### src/rtl/mem_stage.sv
// MEM stage of the 5-stage pipeline: holds one instruction from EXE, issues stores
// to the data SRAM over req/addr_ok, and exports rf / store-data bypass bundles.
module mem_stage #(
    parameter logic [31:0] RESET_PC = 32'h1c000000
) (
    input  logic        clk,
    input  logic        reset,
    // EXE -> MEM pipeline input
    input  logic        es_to_ms_valid,
    input  logic [31:0] es_pc,
    input  logic [31:0] es_sram_addr,
    input  logic [31:0] es_sram_wdata,
    input  logic [31:0] es_rf_wdata,
    input  logic [3:0]  es_rf_we,
    input  logic [4:0]  es_rf_waddr,
    input  logic [3:0]  es_mem_op,
    // MEM -> WB
    input  logic        ws_allow_in,
    output logic        ms_allow_in,
    output logic        ms_to_ws_valid,
    output logic        ms_valid,
    output logic [31:0] ms_pc,
    output logic [31:0] ms_rf_wdata,
    output logic [3:0]  ms_rf_we,
    output logic [4:0]  ms_rf_waddr,
    output logic        ms_ale,
    // data SRAM write port
    output logic        data_sram_req,
    output logic [3:0]  data_sram_wstrb,
    output logic [31:0] data_sram_addr,
    output logic [31:0] data_sram_wdata,
    input  logic        data_sram_addr_ok,
    // store-data bypass to EXE load forwarding
    output logic [3:0]  ms_sram_we,
    output logic [31:0] ms_sram_addr,
    output logic [31:0] ms_sram_wdata,
    // store FSM state: 0 = IDLE, 1 = DONE
    output logic        dbg_state
);

    // Handshakes: a transfer happens on a cycle where valid and the receiver's
    // ready (allow_in / addr_ok) are both high at the rising edge of clk.

    typedef enum logic {
        S_IDLE = 1'b0,
        S_DONE = 1'b1
    } state_t;

    state_t      state;
    logic [31:0] ms_addr_raw;
    logic [31:0] ms_st_data;
    logic [3:0]  ms_mem_op;
    logic [3:0]  ms_rf_we_r;

    logic        is_store;
    logic        misaligned;
    logic        ms_ready_go;
    logic        ms_leave;
    logic [1:0]  lane;
    logic [3:0]  wstrb;
    logic [31:0] wdata;

    assign lane     = ms_addr_raw[1:0];
    assign is_store = (ms_mem_op[3:2] == 2'b00) && (ms_mem_op[1:0] != 2'b00);

    always_comb begin
        wstrb      = 4'b0000;
        wdata      = ms_st_data;
        misaligned = 1'b0;
        case (ms_mem_op)
            4'b0001: begin
                wstrb = 4'b0001 << lane;
                wdata = {4{ms_st_data[7:0]}};
            end
            4'b0010: begin
                wstrb      = lane[1] ? 4'b1100 : 4'b0011;
                wdata      = {2{ms_st_data[15:0]}};
                misaligned = lane[0];
            end
            4'b0011: begin
                wstrb      = 4'b1111;
                misaligned = (lane != 2'b00);
            end
            default: ;
        endcase
    end

    assign ms_ale         = ms_valid && misaligned;
    assign data_sram_req  = ms_valid && is_store && !misaligned && (state == S_IDLE);
    assign ms_ready_go    = !is_store || misaligned || (state == S_DONE)
                          || (data_sram_req && data_sram_addr_ok);
    assign ms_allow_in    = !ms_valid || (ms_ready_go && ws_allow_in);
    assign ms_to_ws_valid = ms_valid && ms_ready_go;
    assign ms_leave       = ms_to_ws_valid && ws_allow_in;

    assign ms_rf_we        = (ms_valid && !ms_ale) ? ms_rf_we_r : 4'b0000;
    assign data_sram_wstrb = wstrb;
    assign data_sram_addr  = {ms_addr_raw[31:2], 2'b00};
    assign data_sram_wdata = wdata;
    assign ms_sram_we      = ms_valid ? wstrb : 4'b0000;
    assign ms_sram_addr    = data_sram_addr;
    assign ms_sram_wdata   = data_sram_wdata;
    assign dbg_state       = state;

    always_ff @(posedge clk) begin
        if (reset) begin
            ms_valid    <= 1'b0;
            state       <= S_IDLE;
            ms_pc       <= RESET_PC;
            ms_addr_raw <= 32'h0;
            ms_st_data  <= 32'h0;
            ms_rf_wdata <= 32'h0;
            ms_rf_we_r  <= 4'h0;
            ms_rf_waddr <= 5'h0;
            ms_mem_op   <= 4'h0;
        end else begin
            if (ms_allow_in) begin
                ms_valid <= es_to_ms_valid;
            end
            if (es_to_ms_valid && ms_allow_in) begin
                ms_pc       <= es_pc;
                ms_addr_raw <= es_sram_addr;
                ms_st_data  <= es_sram_wdata;
                ms_rf_wdata <= es_rf_wdata;
                ms_rf_we_r  <= es_rf_we;
                ms_rf_waddr <= es_rf_waddr;
                ms_mem_op   <= es_mem_op;
            end
            // DONE remembers an accepted store while WB stalls, so it is never re-issued
            case (state)
                S_IDLE: if (data_sram_req && data_sram_addr_ok && !ws_allow_in) state <= S_DONE;
                S_DONE: if (ms_leave) state <= S_IDLE;
                default: state <= S_IDLE;
            endcase
        end
    end

endmodule
### config.mk
export PLATFORM = sky130hd
export DESIGN_NAME = mem_stage
export DESIGN_NICKNAME = d
export VERILOG_FILES = /design/src/rtl/mem_stage.sv
export SDC_FILE = /design/constraint.sdc
export NUM_CORES = 1
export LEC_CHECK = 0
export ABC_CLOCK_PERIOD_IN_PS = 4500
export CAP_MARGIN = 20
export CORE_AREA = 2 2 138 140
export DETAILED_ROUTE_END_ITERATION = 8
export DIE_AREA = 0 0 140 142
export GPL_TIMING_DRIVEN = 0
export HOLD_SLACK_MARGIN = 0.1
export MAX_ROUTING_LAYER = met4
export PLACE_DENSITY = 0.83
export SYNTH_ARGS = -nofsm -noshare
export SYNTH_HDL_FRONTEND = slang
export SYNTH_SLANG_ARGS = --single-unit
### constraint.sdc
create_clock -name clk -period 4.5 [get_ports clk]
set_input_delay 0.675 -clock clk [delete_from_list [all_inputs] [get_ports clk]]
set_output_delay 0.675 -clock clk [all_outputs]
set_load 0.05 [all_outputs]
==> flow_metrics.tcl, run 1 <==
set metrics [dict create \
    p_leak_nw 5.06 \
    routed_wl_mm 23.6 \
    status "complete, but fails checks" \
    netlist.area_leader.share_pct 36.3 \
    tightest_slew_ps 730 \
    critPathKind "register to output pin" \
    worstPathMaxFanout 10 \
    required_ps 3830 \
    grt.met1_usage_pct 27.0 \
    die_h_um 142 \
    clk_latency_ps 420 \
    cts_tree "done" \
    r2r_end "ms_st_data[27]" \
    synthFlopType "dfxtp_1" \
    power.total_mw 4.29 \
    yosys_warnings 0 \
    r2r_cells 8 \
    r2r_setup_slack_ps 2430 \
    routabilityCongestion 0.848 \
    coreArea_mm2 0.0185 \
    grt.busiest_layer "met2" \
    critPathCaptureType "output pin" \
    overflow 0 \
    grt_pass1_wl_mm 35.7 \
    num_io_pins 361 \
    drive_gt1_share_pct 13.5 \
    clk_pin_slew_ps 60 \
    synth-edff-count 0 \
    dieWidth_um 140 \
    grt_util_met2_pct 40.9 \
    setup_viol 0 \
    initial_core_util_pct 42.8 \
    place_area_mm2 0.0117 \
    finalCritPeriodShare_pct 90.4 \
    area_delta_synth_final_pct 56.2 \
    yosysMostFrequentCell "nand2b_1" \
    dieArea_mm2 0.0199 \
    syn_inst 850 \
    drt-initial-drc-count 377 \
    grt_max_degree 17 \
    start_kind "register" \
    drtAntennaViolNets 0 \
    drv_cap 0 \
    num_vias 6967 \
    whs_ps 469 \
    holdCritPathClass "register to register" \
    finalClockSkew_ps 11.0 \
    min_to "ms_rf_waddr[3]" \
    cts.sinks 143 \
    rsz0062_at_grt "no" \
    ys_seq_area_share_pct 36.3 \
    post-route-util_pct 66.8 \
    avgSynthCellArea_um2 9.28 \
    clock.fmax_mhz 246 \
    min_path_cells 2 \
    postCtsHoldBufs 0 \
    relSlewSlack_pct 51.1 \
    violations "DRC" \
    drc 25 \
    worstHoldStart "ms_rf_waddr[3]" \
    netlist_area_mm2 0.00789 \
    crit_arrival_ps 3390 \
    clk_path_buf_depth 2 \
    design_area_mm2 0.0123 \
    first_pass_iters 9 \
    ys_async_sr_fraction_pct 0 \
    ctsResizeCount 0 \
    hpwl_mm 18.3 \
    synth.area.top_cells "dfxtp_1 36%, nand2b_1 23%, mux2i_1 18%" \
    avgRoutedWirePerCell_um 16.0 \
    htree_num_levels 4 \
    grt_use_total_pct 23.7 \
    antenna_found_initial 0 \
    antennaDiodeCount 0 \
    synth_commonest_cells "285 x nand2b_1, 143 x dfxtp_1, 141 x mux2i_1, 104 x buf_4, 38 x clkbuf_1" \
    setup_tns_ps 0 \
    synth-seq-cells 143 \
    yosys.area.top_type "dfxtp_1" \
    ir_drop_uv 253 \
    cts_inserted_buffers 17 \
    r2r_start "ms_mem_op[0]" \
    drv_slew 0 \
    rows 50 \
    fin_crit_ps 4070 \
    cts_root_buf "clkbuf_16" \
    synth_cell_type_count 32 \
    vias_per_cell 4.73 \
    io_buffers 355 \
    power.density_mw_per_mm2 348 \
    fin_nets 1373 \
    grt_pass1_vias 6744 \
    grtUsageMet3_pct 6.36 \
    cts_setup_buffers 0 \
    hold_viol 0 \
]
[layout make-up]
type	instances	area [um^2]
well taps	234	293
inverters	2	7.51
flip-flops and latches	143	2860
clock inverters	8	108
fillers	1509	6130
plain buffers	164	1090
clock buffers	24	472
multi-input cells	544	3940
repair buffers	355	3550
[metrics by stage]
step	setup slack [ps]	cells
floorplan	1380	853
CTS	451	1474
global placement	922	1442
detailed placement	893	1442
finish	431	1474
global route	272	1474
[worst max path at each step]
stage,start,end,slack (ps),cells past startpoint
floorplan,ms_mem_op[1],ms_sram_wdata[28],1380,8
global placement,ms_mem_op[1],ms_sram_wdata[29],920,9
detailed placement,ms_mem_op[1],ms_sram_wdata[29],890,9
CTS,ms_mem_op[1],ms_sram_wdata[29],450,9
global route,ms_mem_op[1],ms_sram_wdata[29],270,9
finish,ms_mem_op[1],ms_sram_wdata[29],430,9
[state kept, by name, indices dropped and copies added (netlist names)]
name	count
ms_addr_raw	32
ms_pc	32
ms_rf_wdata	32
ms_st_data	32
ms_rf_waddr	5
ms_mem_op	4
ms_rf_we_r	4
dbg_state	1
ms_valid	1
[cells in the final DEF (no fill, tap or decap), types with 2 or more instances in the layout]
cell             Yosys  final
conb_1               1      4
and3_1               5      5
clkinv_4             0      4
clkbuf_16            0     17
nor2_1              22     22
a21oi_1             20     20
dfxtp_1            143    143
o22ai_1              7      7
mux2i_1            141    141
bufinv_16            0      2
nand2b_1           285    285
o31ai_1              8      8
clkbuf_8             0      2
nor2b_1              2      2
buf_1                3      3
clkbuf_1            38     43
mux2_2              16     16
nor3_1               9      9
o21ai_0              3      3
buf_4              104    104
and2_1               4      4
buf_6               10     10
buf_2                9      9
a21o_1               2      2
nand2_1              6      6
inv_1                2      2
clkdlybuf4s50_1      0    355
[critical path: stages (launching register included)]
cell and delay (ps):
dfxtp_1 300, buf_2 190, clkbuf_1 370, clkbuf_1 460, nor2_1 100, a21oi_1 130, o22ai_1 90, a21oi_1 370
buf_4 180, clkdlybuf4s50_1 790
[routing by layer]
| layer | wire length, um | up-vias |
|---|---|---|
| met3 | 1800 | 36 |
| met5 | 0 | - |
| li1 | - | 3416 |
| met2 | 11800 | 291 |
| met1 | 9550 | 3224 |
| met4 | 449 | 0 |
[logic make-up after synthesis]
group                     count (synthesis)  share of synthesized area [%]
AOI/OAI and AO/OA                        43                           3.50
xor gates and xnor gates                  1                          0.111
and+or+nand+nor                         339                           26.0
buffers and inverters                   166                           13.9
muxes                                   157                           20.2
DFF                                     143                           36.3
other                                     1                         0.0475
[power breakdown]
part,internal (mW),switching (mW)
combinational,0.617,0.845
clock,0.849,0.553
sequential,1.36,0.0682
total,2.82,1.47
No activity file was read; power rests on OpenSTA's default activity.
==> inputs of run 2 (changes only) <==
==> config.mk (replaced) <==
export PLATFORM = sky130hd
export DESIGN_NAME = mem_stage
export DESIGN_NICKNAME = d
export VERILOG_FILES = /design/src/rtl/mem_stage.sv
export SDC_FILE = /design/constraint.sdc
export NUM_CORES = 1
export LEC_CHECK = 0
export ABC_CLOCK_PERIOD_IN_PS = 4400
export CAP_MARGIN = 20
export CORE_MARGIN = 2
export CORE_UTILIZATION = 42
export DETAILED_ROUTE_END_ITERATION = 8
export GPL_TIMING_DRIVEN = 0
export HOLD_SLACK_MARGIN = 0.1
export MAX_ROUTING_LAYER = met4
export PLACE_DENSITY = 0.81
export SYNTH_ARGS = -nofsm -noshare
export SYNTH_HDL_FRONTEND = slang
export SYNTH_SLANG_ARGS = --single-unit
==> constraint.sdc (replaced) <==
create_clock -name clk -period 4.4 [get_ports clk]
set_input_delay 0.66 -clock clk [delete_from_list [all_inputs] [get_ports clk]]
set_output_delay 0.66 -clock clk [all_outputs]
set_load 0.05 [all_outputs]
==> run 2 against run 1 <==
Compared with the run above: the flow now finishes without violations; clock power up 3%; cell area unchanged; clock-buffer cell count down 6; worst hold slack better by 1.1 ps; critical endpoint is now ms_sram_wdata[30]; highest routed layer unchanged.
==> flow_metrics.tcl, run 2 (synthesis gave the netlist of run 1 again) <==
set metrics [dict create \
    r2r_end "ms_rf_waddr[3]" \
    routed_wl_mm 23.6 \
    layoutNonFillerInstCount 1473 \
    vias_per_cell 4.66 \
    critPathKind "register to output pin" \
    worstPathMaxFanout 10 \
    die_h_um 141 \
    num_io_pins 361 \
    num_vias 6866 \
    crit_arrival_ps 3280 \
    r2r_cells 8 \
    htree_num_levels 4 \
    cp-endpoint "ms_sram_wdata[30]" \
    ir_drop_uv 259 \
    first_pass_iters 4 \
    cts.sinks 143 \
    rsz0062_at_grt "no" \
    final_common_cell "clkdlybuf4s50_1" \
    hold_viol 0 \
    place_area_mm2 0.0117 \
    drv_cap 0 \
    design_area_mm2 0.0123 \
    critPathCaptureType "output pin" \
    required_ps 3740 \
    cp_slowest_cell "clkdlybuf4s50_1" \
    crit_start "ms_mem_op[1]" \
    p_leak_nw 5.05 \
    status "finished clean" \
    worstPathCellList "buf_2 -> clkbuf_1 -> clkbuf_1 -> nor2_1 -> a21oi_1 -> o22ai_1 -> a21oi_1 -> buf_4 -> clkdlybuf4s50_1" \
    relSlewSlack_pct 46.8 \
    clk_pin_slew_ps 60 \
    setup_viol 0 \
    grt_use_total_pct 24.0 \
    rows 50 \
    dieArea_mm2 0.0199 \
    initial_core_util_pct 42.5 \
    tightest_slew_ps 798 \
    fin_crit_ps 3940 \
    postCtsHoldBufs 0 \
    cts_inserted_buffers 17 \
    antenna_found_initial 0 \
    grt_pass1_vias 6782 \
    drv_slew 0 \
    clock.fmax_mhz 254 \
    grt_pass1_wl_mm 36.3 \
    dieWidth_um 141 \
    hpwl_mm 18.3 \
    power.density_mw_per_mm2 356 \
    cts_setup_buffers 0 \
    drc 0 \
    dp_cells 1442 \
    routabilityCongestion 0.842 \
    finalClockSkew_ps 9.44 \
    setup_tns_ps 0 \
    area_delta_synth_final_pct 56.2 \
    clk_path_buf_depth 2 \
    clk_latency_ps 420 \
    antennaDiodeCount 0 \
    grt_max_degree 17 \
    drt-initial-drc-count 429 \
    finalCritPeriodShare_pct 89.5 \
    holdCritPathClass "register to register" \
    fin_nets 1373 \
    avgRoutedWirePerCell_um 16.1 \
    r2r_start "ms_mem_op[0]" \
    power.total_mw 4.39 \
    drive_gt1_share_pct 13.9 \
    cts_root_buf "clkbuf_16" \
    max_stage_delay_ps 780 \
    coreArea_mm2 0.0186 \
    r2r_setup_slack_ps 2310 \
    whs_ps 470 \
    ctsResizeCount 0 \
    mostFrequentLayoutCells "355 x clkdlybuf4s50_1, 285 x nand2b_1, 143 x dfxtp_1" \
    cts_tree "done" \
    overflow 0 \
    drtAntennaViolNets 0 \
    start_kind "register" \
    io_buffers 355 \
]
-- run 2: per-layer routing --
metal	global-route usage [%]	vias up	share of wire (%)
met5	-	-	0
met2	40.3	257	49
li1	-	3407	-
met3	6.52	34	6.9
met1	27.7	3168	42
met4	8.00	0	2.2
-- run 2: how the worst min path moves through the flow --
stage,to,slack [ps],cells after the start,startpoint
6_report,ms_rf_we_r[2],470,2,ms_rf_we_r[2]
3_5_place_dp,ms_pc[16],460,2,ms_pc[16]
5_1_grt,ms_pc[21],490,2,ms_pc[21]
3_3_place_gp,ms_st_data[17],460,2,ms_st_data[17]
4_1_cts,ms_rf_wdata[29],480,2,ms_rf_wdata[29]
2_1_floorplan,ms_rf_we_r[3],440,2,ms_rf_we_r[3]
-- run 2: power breakdown --
part	leakage [nW]	switching (mW)	total, mW	internal, mW
clock	0.275	0.594	1.44	0.848
combinational	3.60	0.863	1.49	0.631
sequential	1.18	0.0709	1.46	1.39
total	5.05	1.53	4.39	2.87
-- run 2: worst max-delay path: cells and delay by family, from the launching register on --
family                 cells  cell delay (ps)
buffers and inverters      5             1950
AO/OA/AOI/OAI              3              500
flip-flops                 1              300
AND/OR/NAND/NOR            1              100
-- run 2: through the flow --
step | setup WS [ps] | utilization, %
after global placement | 902 | 63.2
final | 464 | 66.4
after detailed placement | 944 | 63.2
after global routing | 289 | 66.4
after floorplan | 1290 | -
after CTS | 485 | 66.4
-- run 2: final cells by class --
| cell class | instances | area [um^2] |
|---|---|---|
| multi-input combinational | 544 | 3940 |
| clock inverter | 13 | 140 |
| fill | 1599 | 6250 |
| tap | 234 | 293 |
| sequential | 143 | 2860 |
| clock buffer | 18 | 439 |
| inverter | 2 | 7.51 |
| timing repair buffer | 355 | 3550 |
| buffer | 164 | 1090 |
